### src/rtl/nn_pkg.sv
// Shared fixed-point definitions and helpers for the serial neural-net layers.
package nn_pkg;

   localparam int DEF_WIDTH = 16;
   localparam int DEF_FRAC  = 8;
   localparam int ACC_MAX   = 64;

   typedef logic signed [DEF_WIDTH-1:0] fix_t;
   typedef logic signed [ACC_MAX-1:0]   wide_t;

   typedef struct packed {
      fix_t value;
      logic ovf;
   } sat_res_t;

   typedef enum logic [1:0] {
      IDLE,
      MAC,
      DONE,
      OUT
   } bwd_state_t;

   // Arithmetic right shift (truncation toward -inf) followed by a clip to the fix_t range
   function automatic sat_res_t sat_shift(input wide_t acc, input int frac);
      sat_res_t res;
      wide_t    shifted;
      wide_t    maxV;
      wide_t    minV;
      shifted = acc >>> frac;
      maxV    = (wide_t'(1) <<< (DEF_WIDTH - 1)) - wide_t'(1);
      minV    = -(wide_t'(1) <<< (DEF_WIDTH - 1));
      res.ovf = 1'b0;
      if (shifted > maxV) begin
         res.value = fix_t'(maxV);
         res.ovf   = 1'b1;
      end else if (shifted < minV) begin
         res.value = fix_t'(minV);
         res.ovf   = 1'b1;
      end else begin
         res.value = fix_t'(shifted);
      end
      return res;
   endfunction

   // Element index of W[i][j] in a row-major flat matrix whose row 0 sits at the MSB
   function automatic int w_idx(input int i, input int j, input int nin, input int nout);
      return nin * nout - 1 - (i * nin + j);
   endfunction

endpackage

### src/rtl/linear_layer_backward_mac_unit.sv
// Bank of signed accumulators fed by one shared multiplier; one entry is updated per enabled cycle.
module mac_unit #(
   parameter int WIDTH = 16,
   parameter int ACCW  = 35,
   parameter int DEPTH = 4,
   parameter int SELW  = 2
) (
   input  logic                          clk,
   input  logic                          rst,
   input  logic                          clear,
   input  logic                          en,
   input  logic [SELW-1:0]               sel,
   input  logic signed [WIDTH-1:0]       a,
   input  logic signed [WIDTH-1:0]       b,
   output logic signed [DEPTH*ACCW-1:0]  accFlat
);

   logic signed [ACCW-1:0]    acc [DEPTH];
   logic signed [2*WIDTH-1:0] aExt;
   logic signed [2*WIDTH-1:0] bExt;
   logic signed [2*WIDTH-1:0] product;

   // Full-precision signed product of the two operands
   always_comb begin
      aExt    = {{WIDTH{a[WIDTH-1]}}, a};
      bExt    = {{WIDTH{b[WIDTH-1]}}, b};
      product = aExt * bExt;
   end

   // Clear the whole bank or add the product into the selected accumulator
   always_ff @(posedge clk) begin
      if (rst || clear) begin
         for (int k = 0; k < DEPTH; k++) begin
            acc[k] <= '0;
         end
      end else if (en) begin
         acc[sel] <= acc[sel] + {{(ACCW-2*WIDTH){product[2*WIDTH-1]}}, product};
      end
   end

   // Expose the bank flat, entry k at the low end of slot k
   always_comb begin
      accFlat = '0;
      for (int k = 0; k < DEPTH; k++) begin
         accFlat[k*ACCW +: ACCW] = acc[k];
      end
   end

endmodule

### src/rtl/linear_layer_backward.sv
// Serial backward pass of a linear layer: grad_in = W^T * grad_out through one shared MAC.
module linear_layer_backward
   import nn_pkg::*;
#(
   parameter int WIDTH = DEF_WIDTH,
   parameter int NIN   = 4,
   parameter int NOUT  = 3,
   parameter int FRAC  = DEF_FRAC,
   parameter logic signed [WIDTH*NIN*NOUT-1:0] WEIGHTS_MATRIX_FLAT = '0
) (
   input  logic                        clk,
   input  logic                        rst,
   input  logic                        in_valid,
   output logic                        in_ready,
   input  logic signed [WIDTH*NOUT-1:0] grad_out_flat,
   output logic                        out_valid,
   input  logic                        out_ready,
   output logic signed [WIDTH*NIN-1:0] grad_in_flat,
   output logic                        sat
);

   localparam int ACCW = 2*WIDTH + $clog2(NOUT) + 1;
   localparam int IW   = (NOUT > 1) ? $clog2(NOUT) : 1;
   localparam int JW   = (NIN > 1) ? $clog2(NIN) : 1;

   bwd_state_t                    state;
   logic signed [WIDTH*NOUT-1:0]  gradReg;
   logic [IW-1:0]                 rowIdx;
   logic [JW-1:0]                 colIdx;
   logic signed [WIDTH-1:0]       weightSel;
   logic signed [WIDTH-1:0]       gradSel;
   logic                          macClear;
   logic                          macEn;
   logic signed [NIN*ACCW-1:0]    accFlat;
   logic signed [ACCW-1:0]        accElem;
   sat_res_t                      satRes;
   logic signed [WIDTH*NIN-1:0]   nextGradIn;
   logic                          nextSat;

   // Pick W[i][j] and g[i] for the current MAC step and decide when the bank clears or accumulates
   always_comb begin
      weightSel = WEIGHTS_MATRIX_FLAT[w_idx(int'(rowIdx), int'(colIdx), NIN, NOUT)*WIDTH +: WIDTH];
      gradSel   = gradReg[(NOUT-1-int'(rowIdx))*WIDTH +: WIDTH];
      macClear  = (state == IDLE) && in_valid && in_ready;
      macEn     = (state == MAC);
   end

   mac_unit #(
      .WIDTH (WIDTH),
      .ACCW  (ACCW),
      .DEPTH (NIN),
      .SELW  (JW)
   ) u_mac (
      .clk     (clk),
      .rst     (rst),
      .clear   (macClear),
      .en      (macEn),
      .sel     (colIdx),
      .a       (weightSel),
      .b       (gradSel),
      .accFlat (accFlat)
   );

   // Rescale every accumulator back to the operand format and flag any clipping
   always_comb begin
      nextGradIn = '0;
      nextSat    = 1'b0;
      accElem    = '0;
      satRes     = '0;
      for (int j = 0; j < NIN; j++) begin
         accElem = accFlat[j*ACCW +: ACCW];
         satRes  = sat_shift({{(ACC_MAX-ACCW){accElem[ACCW-1]}}, accElem}, FRAC);
         nextGradIn[(NIN-1-j)*WIDTH +: WIDTH] = satRes.value;
         nextSat = nextSat | satRes.ovf;
      end
   end

   // Transaction sequencer: capture, walk j inside i, publish the result, then wait for the consumer
   always_ff @(posedge clk) begin
      if (rst) begin
         state        <= IDLE;
         in_ready     <= 1'b1;
         out_valid    <= 1'b0;
         grad_in_flat <= '0;
         sat          <= 1'b0;
         gradReg      <= '0;
         rowIdx       <= '0;
         colIdx       <= '0;
      end else begin
         case (state)
            IDLE: begin
               if (in_valid && in_ready) begin
                  gradReg  <= grad_out_flat;
                  rowIdx   <= '0;
                  colIdx   <= '0;
                  in_ready <= 1'b0;
                  state    <= MAC;
               end
            end
            MAC: begin
               if (colIdx == JW'(NIN-1)) begin
                  colIdx <= '0;
                  if (rowIdx == IW'(NOUT-1)) begin
                     state <= DONE;
                  end else begin
                     rowIdx <= rowIdx + IW'(1);
                  end
               end else begin
                  colIdx <= colIdx + JW'(1);
               end
            end
            DONE: begin
               grad_in_flat <= nextGradIn;
               sat          <= nextSat;
               out_valid    <= 1'b1;
               state        <= OUT;
            end
            OUT: begin
               if (out_ready) begin
                  out_valid <= 1'b0;
                  in_ready  <= 1'b1;
                  state     <= IDLE;
               end
            end
            default: begin
               state     <= IDLE;
               in_ready  <= 1'b1;
               out_valid <= 1'b0;
            end
         endcase
      end
   end

endmodule
### config.mk
export PLATFORM = sky130hd
export DESIGN_NAME = linear_layer_backward
export DESIGN_NICKNAME = d
export VERILOG_FILES = /design/src/rtl/nn_pkg.sv /design/src/rtl/linear_layer_backward_mac_unit.sv /design/src/rtl/linear_layer_backward.sv
export SDC_FILE = /design/constraint.sdc
export NUM_CORES = 1
export LEC_CHECK = 0
export CAP_MARGIN = 20
export CORE_UTILIZATION = 55
export DETAILED_ROUTE_END_ITERATION = 10
export PLACE_DENSITY = 0.74
export SETUP_SLACK_MARGIN = 0.15
export SLEW_MARGIN = 10
export SYNTH_ARGS = -nofsm -noshare
export SYNTH_HDL_FRONTEND = slang
export SYNTH_HIERARCHICAL = 1
export SYNTH_SLANG_ARGS = --single-unit
### constraint.sdc
create_clock -name clk -period 18.2 [get_ports clk]
set_input_delay 2.73 -clock clk [delete_from_list [all_inputs] [get_ports clk]]
set_output_delay 2.73 -clock clk [all_outputs]
set_load 0.1 [all_outputs]
==> impl_metrics.json <==
{
  "critPathMaxFanout": 33,
  "fmax_ghz": 0.09713,
  "synth.area.mux_share_pct": 4.430,
  "drv_cap": 0,
  "grt_pass1_vias": 17920,
  "slew_violations": 0,
  "fin_ws_ns": 7.904,
  "cts_buffers": 27,
  "start_kind": "flip-flop",
  "synthSimpleGateAreaFrac_pct": 16.08,
  "synth_async_sr_flop_share_pct": 0,
  "cts_sinks": 261,
  "place_ws_ns": 7.773,
  "crit_start": "rowIdx[0]",
  "io_buffers": 118,
  "rsz0062_at_grt": "no",
  "worst_ep_arrival_time_ns": 10.57,
  "postCtsSetupRepairBufs": 0,
  "cp-end-kind": "flip-flop",
  "fin_skew_ns": 0.01724,
  "wl_um": 58240,
  "drt_iter0_markers": 1382,
  "synth_top_family_by_area": "adder cells",
  "rows": 74,
  "core_um2": 40830,
  "r2r_end": "u_mac/acc[0][34]",
  "path_clk_slew_ns": 0.06,
  "cts_tree": "built",
  "post-route-util_pct": 62.97,
  "r2r_start": "rowIdx[0]",
  "fin_crit_sh_pct": 56.57,
  "grt_usage_pct": 28.74,
  "synth-seq-cells": 261,
  "fin_crit_ns": 10.30,
  "synth.most_common_cell": "inv_1",
  "syn_area_um2": 22760,
  "cts_hold_buffers": 0,
  "synthXorXnorAreaFrac_pct": 2.259,
  "ctsResizeCount": 0,
  "hold_ws_ns": 0.4525,
  "post_synth_fa_ha_maj_area_fraction_pct": 29.83,
  "cp_num_buf_inv": 7,
  "required_ns": 18.47,
  "ios": 119,
  "drt-wirelength-per-cell_um": 18.70,
  "overflow": 0,
  "start_util_pct": 55.75,
  "gp_congestion": 0.8971,
  "hold_viol_final": 0,
  "tightest_slew_ns": 1.093,
  "yosys_warnings": 6,
  "grt_pass1_wl_um": 94330,
  "avgSynthCellArea_um2": 9.585,
  "reg2reg_depth": 37,
  "drc": 0,
  "drive_gt1_share_pct": 6.736,
  "yosysUniqueCellTypes": 87,
  "cts_root_buf": "clkbuf_16",
  "syn2layout_area_growth_pct": 12.95,
  "critPathKind": "reg2reg",
  "synthTopCellsByArea": "fa_1 23%, edfxtp_1 18%, dfxtp_1 11%",
  "max_stage_delay_ns": 0.70,
  "synth_compound_area_share_pct": 10.39,
  "antenna_cells": 0,
  "seq_area_frac_synth_pct": 29.11,
  "yosysTopAreaCellShare_pct": 23.13,
  "synth_enable_flop_cells": 140,
  "hold_class": "reg2reg",
  "crit_family": "adder cells",
  "hpwl_um": 44360,
  "outcome": "completed",
  "clk_path_buf_depth": 3,
  "die_area_um2": 42210,
  "first_pass_iters": 5,
  "slew_headroom_pct": 26.91,
  "synth_area_leader_cell": "fa_1",
  "antenna_left": 0,
  "synthTopCellsByCount": "360 x inv_1, 347 x nand2_1, 263 x fa_1",
  "cp-endpoint": "u_mac/acc[0][34]",
  "rrSetupSlack_ns": 7.90,
  "cp_common_cell": "fa_1",
  "netlist_instances": 2375,
  "die_w_um": 205.4,
  "grt_max_degree": 72,
  "die_height_um": 205.4,
  "slowest_stage": "dfxtp_1",
  "fin_setup_tns_ns": 0,
  "antenna_found_initial": 0,
  "ys.flop_type": "edfxtp_1",
  "setup_violations": 0,
  "vias": 17380,
  "worst-path-stages": 37,
  "fin_nets": 2999,
  "insertion_delay_ns": 0.57,
  "htree_num_levels": 1,
  "vias_per_cell": 5.578
}
==> how the worst min path moves through the flow <==
stage | start | endpoint | slack, ns | cells past startpoint
2_1_floorplan | gradReg[0] | gradReg[0] | 0.44 | 2
3_3_place_gp | grad_in_flat[14] | grad_in_flat[14] | 0.44 | 2
3_5_place_dp | grad_in_flat[7] | grad_in_flat[7] | 0.44 | 2
4_1_cts | gradReg[42] | gradReg[42] | 0.45 | 2
5_1_grt | gradReg[42] | gradReg[42] | 0.47 | 2
6_report | gradReg[10] | gradReg[10] | 0.45 | 2
==> cells by family after synthesis <==
| group | after synthesis |
|---|---|
| fa+ha+maj | 385 |
| buf+inv | 462 |
| compound gates | 345 |
| simple gates | 807 |
| xor+xnor | 57 |
| flops | 261 |
| mux | 57 |
| other cells | 1 |
==> state kept, by name (all words and copies together), names as in the netlist <==
register / count
in_ready: 1
grad_in_flat: 64
rowIdx: 2
out_valid: 1
u_mac/acc: 140
colIdx: 2
sat: 1
state: 2
gradReg: 48
==> cell type report <==
class,count,area (µm²)
Clock inverter,13,90.09
Inverter,361,1358
Tap cell,532,665.6
Multi-Input combinational cell,1763,14780
Sequential cell,261,6629
Timing Repair Buffer,148,1405
Clock buffer,37,784.5
Fill cell,3358,15120
==> routing by layer <==
layer	share of wire, %	GRT usage, %
met1	40	37.53
met4	1.9	6.270
met5	0	0
met2	51	50.52
met3	7.1	4.213
==> layout by cell type, fill, tap and decap left out, types with 8 or more instances in the layout <==
cell	instances
a21o_1	26
nand4_1	11
clkbuf_16	28
and3_1	12
o21a_1	10
edfxtp_1	140
a21oi_2	11
and2_1	127
a21oi_1	102
o21ai_2	12
xnor2_1	40
o21ai_0	71
o211ai_1	8
ha_1	122
inv_1	360
clkinv_2	8
o21ai_1	8
nand3_1	19
o22a_1	16
nor4_1	12
o21bai_1	9
mux2i_1	22
conb_1	112
nand2_1	346
fa_1	263
nand2b_1	12
clkdlybuf4s50_1	117
buf_4	29
nor2_1	204
o31ai_1	8
mux4_2	35
nor3_1	28
xor2_1	16
dfxtp_1	119
nor2b_1	10
==> stage by stage <==
stage	cell area, µm²	cells
2_1_floorplan	23180	2486
3_5_place_dp	24800	3061
6_report	25710	3115
4_1_cts	25680	3111
5_1_grt	25710	3115
3_3_place_gp	24800	3060
==> worst min-delay path, cell delays in order (launching register included) <==
cell and delay [ns]:
dfxtp_1 0.31, nand2_1 0.05, a21oi_1 0.05
Power is left out: the tool's default activity adds up to more than one toggle a clock period on the data nets, which glitch-free logic cannot reach.
==> variant (same settings) <==
The parameter `NOUT` goes from 3 to 6.
--- a/src/rtl/linear_layer_backward.sv
+++ b/src/rtl/linear_layer_backward.sv
@@ -6,3 +6,3 @@
    parameter int NIN   = 4,
-   parameter int NOUT  = 3,
+   parameter int NOUT  = 6,
    parameter int FRAC  = DEF_FRAC,
Ports: changed (resized grad_out_flat); port bits go from 119 to 167. The function was not compared with the original's and may differ.
==> variant against the original RTL <==
Cell count increased by 12%; worst setup slack improved by 0.068 ns; wire length up 15%; cell area rose by 12%; area after synthesis rose by 9.8%; synthesized cell count increased by 12%; sequential cell count increased by 53; core utilization grew 1.5 points.
Power is left out: the tool's default activity adds up to more than one toggle a clock period on the data nets, which glitch-free logic cannot reach.
==> variant: results (changes against the original RTL) <==
Synth
  – Distinct cell type count after synthesis: 81 (-6.9%)
  – Synth area leaders: sky130_fd_sc_hd__fa_1 (21%), sky130_fd_sc_hd__edfxtp_1 (17%), sky130_fd_sc_hd__dfxtp_1 (14%), sky130_fd_sc_hd__nand2_1 (6.4%), sky130_fd_sc_hd__ha_1 (6.3%)
  – Dominant register cell in the synthesized netlist: sky130_fd_sc_hd__dfxtp_1
  – Number of enable flip-flop cells after synthesis: 144 (+2.9%)
  – Sequential cell area fraction in the yosys report: 30.9% (+1.8 points)
  – Syn avg cell area: 9.42 um^2 (-1.7%)

Worst setup path
  – Slowest stage cell on the critical path: sky130_fd_sc_hd__ha_1
  – Largest fanout on the critical path: 18 (-45%)
  – Critical Path Max Stage Delay: 0.98 ns (+0.28 ns)
  – Launching element of the worst setup path: rowIdx[1]$_SDFFE_PP0P_
  – Data arrival time of the critical path: 10.51 ns (-0.06 ns)

STA
  – Worst slew margin: 28.8% (+1.9 points)
  – Setup Skew: 0.0146 ns (-0.00264 ns)

CTS
  – CTS H-Tree Depth: 1 (unchanged)

Finish
  – Registers with the highest flip-flop counts: u_mac/acc x144, gradReg x96, grad_in_flat x64
  – Share of cells above drive strength 1: 6.31% (-0.42 points)

Route
  – Mean number of vias per cell: 5.58 (about the same)
  – Average wire per cell in the routed design: 19.1 um (+2.2%)
  – Iter 0 DRT Violations: 1,650 (+19%)

Placed design
  – Half-perimeter wire length of the detailed placement result: 50,000 um (+13%)
  – GPL Wtd Cong: 0.969 (+8.1%)
  – Quantity of I/O buffers inserted on ports: 166 (+41%)

Global routing
  – Wire length of the first global-routing pass: 108,000 um (+14%)
  – Via count of the first global-routing pass: 20,300 (+13%)
  – GRT Total Usage: 29.6% (+0.89 points)
  – Largest net degree at the start of global routing: 108 (+50%)
  – Antenna violations before repair: 0 (unchanged)

Worst hold path
  – Hold path startpoint: grad_in_flat[26]$_SDFFE_PP0P_

Outcome
  – Run status: complete, no violations
## variant: cell count changes in the layout (fill, tap and decap cells not counted), moves of 15 or more
cell,before,now
sky130_fd_sc_hd__nand2_1,346,428
sky130_fd_sc_hd__clkdlybuf4s50_1,117,165
sky130_fd_sc_hd__dfxtp_1,119,167
sky130_fd_sc_hd__a21oi_1,102,140
sky130_fd_sc_hd__nor2_1,204,231
sky130_fd_sc_hd__o21ai_1,8,27
sky130_fd_sc_hd__a22oi_1,0,18
sky130_fd_sc_hd__mux2_2,0,18
sky130_fd_sc_hd__mux4_2,35,51
sky130_fd_sc_hd__o22a_1,16,0
sky130_fd_sc_hd__mux2i_1,22,7
## variant: routing by layer
layer | track usage [%] | vias to the layer above | routed length [um]
li1 | - | 9003 | -
met1 | 39.9 | 9531 | 26800
met2 | 49.8 | 796 | 32300
met3 | 4.23 | 147 | 5590
met4 | 8.63 | 0 | 1980
met5 | 0 | - | 0
## variant: per-stage QoR
stage | setup WS, ns | area (um^2) | utilization [%] | std cells
final | 7.97 | 28700 | 64.5 | 3491
after global routing | 7.41 | 28700 | 64.5 | 3491
after CTS | 7.99 | 28700 | 64.4 | 3489
after detailed placement | 8.04 | 27600 | 62.0 | 3431
after global placement | 8.32 | 27600 | 62.0 | 3429
after floorplan | 9.44 | 25400 | - | 2764
## variant: cells by family after synthesis
family	synth area share [%]
adder cells (fa/ha/maj)	27.3
XOR/XNOR	2.02
multiplexers	5.69
AO/OA/AOI/OAI	9.70
buffers and inverters	7.47
other	0.0150
AND/OR/NAND/NOR	16.9
flip-flops	30.9
## variant: critical path, delay by kind of cell (launching register included)
kind | cells | cell delay [ns]
adders and majority gates | 9 | 4.40
AOI/OAI and AO/OA | 13 | 2.49
and+or+nand+nor | 5 | 1.40
buffers and inverters | 4 | 0.95
DFF | 1 | 0.39
xor gates and xnor gates | 1 | 0.27
## variant: worst paths after layout
check                                                      end  slack [ns]  depth (start not counted)
worst max-delay path            u_mac/acc[1][35]$_SDFFCE_PN0P_        7.97                         32
worst min-delay path             grad_in_flat[26]$_SDFFE_PP0P_        0.45                          2
worst max register to register  u_mac/acc[1][35]$_SDFFCE_PN0P_        7.97                         32
worst min register to register   grad_in_flat[26]$_SDFFE_PP0P_        0.45                          2
## variant: cell type report
class                   count  area, um^2
multi-input cells        1960       15900
fillers                  3645       15800
flip-flops and latches    314        7730
repair buffers            199        1930
inverters                 368        1380
clock buffers              42         900
well taps                 592         741
clock inverters            16         170
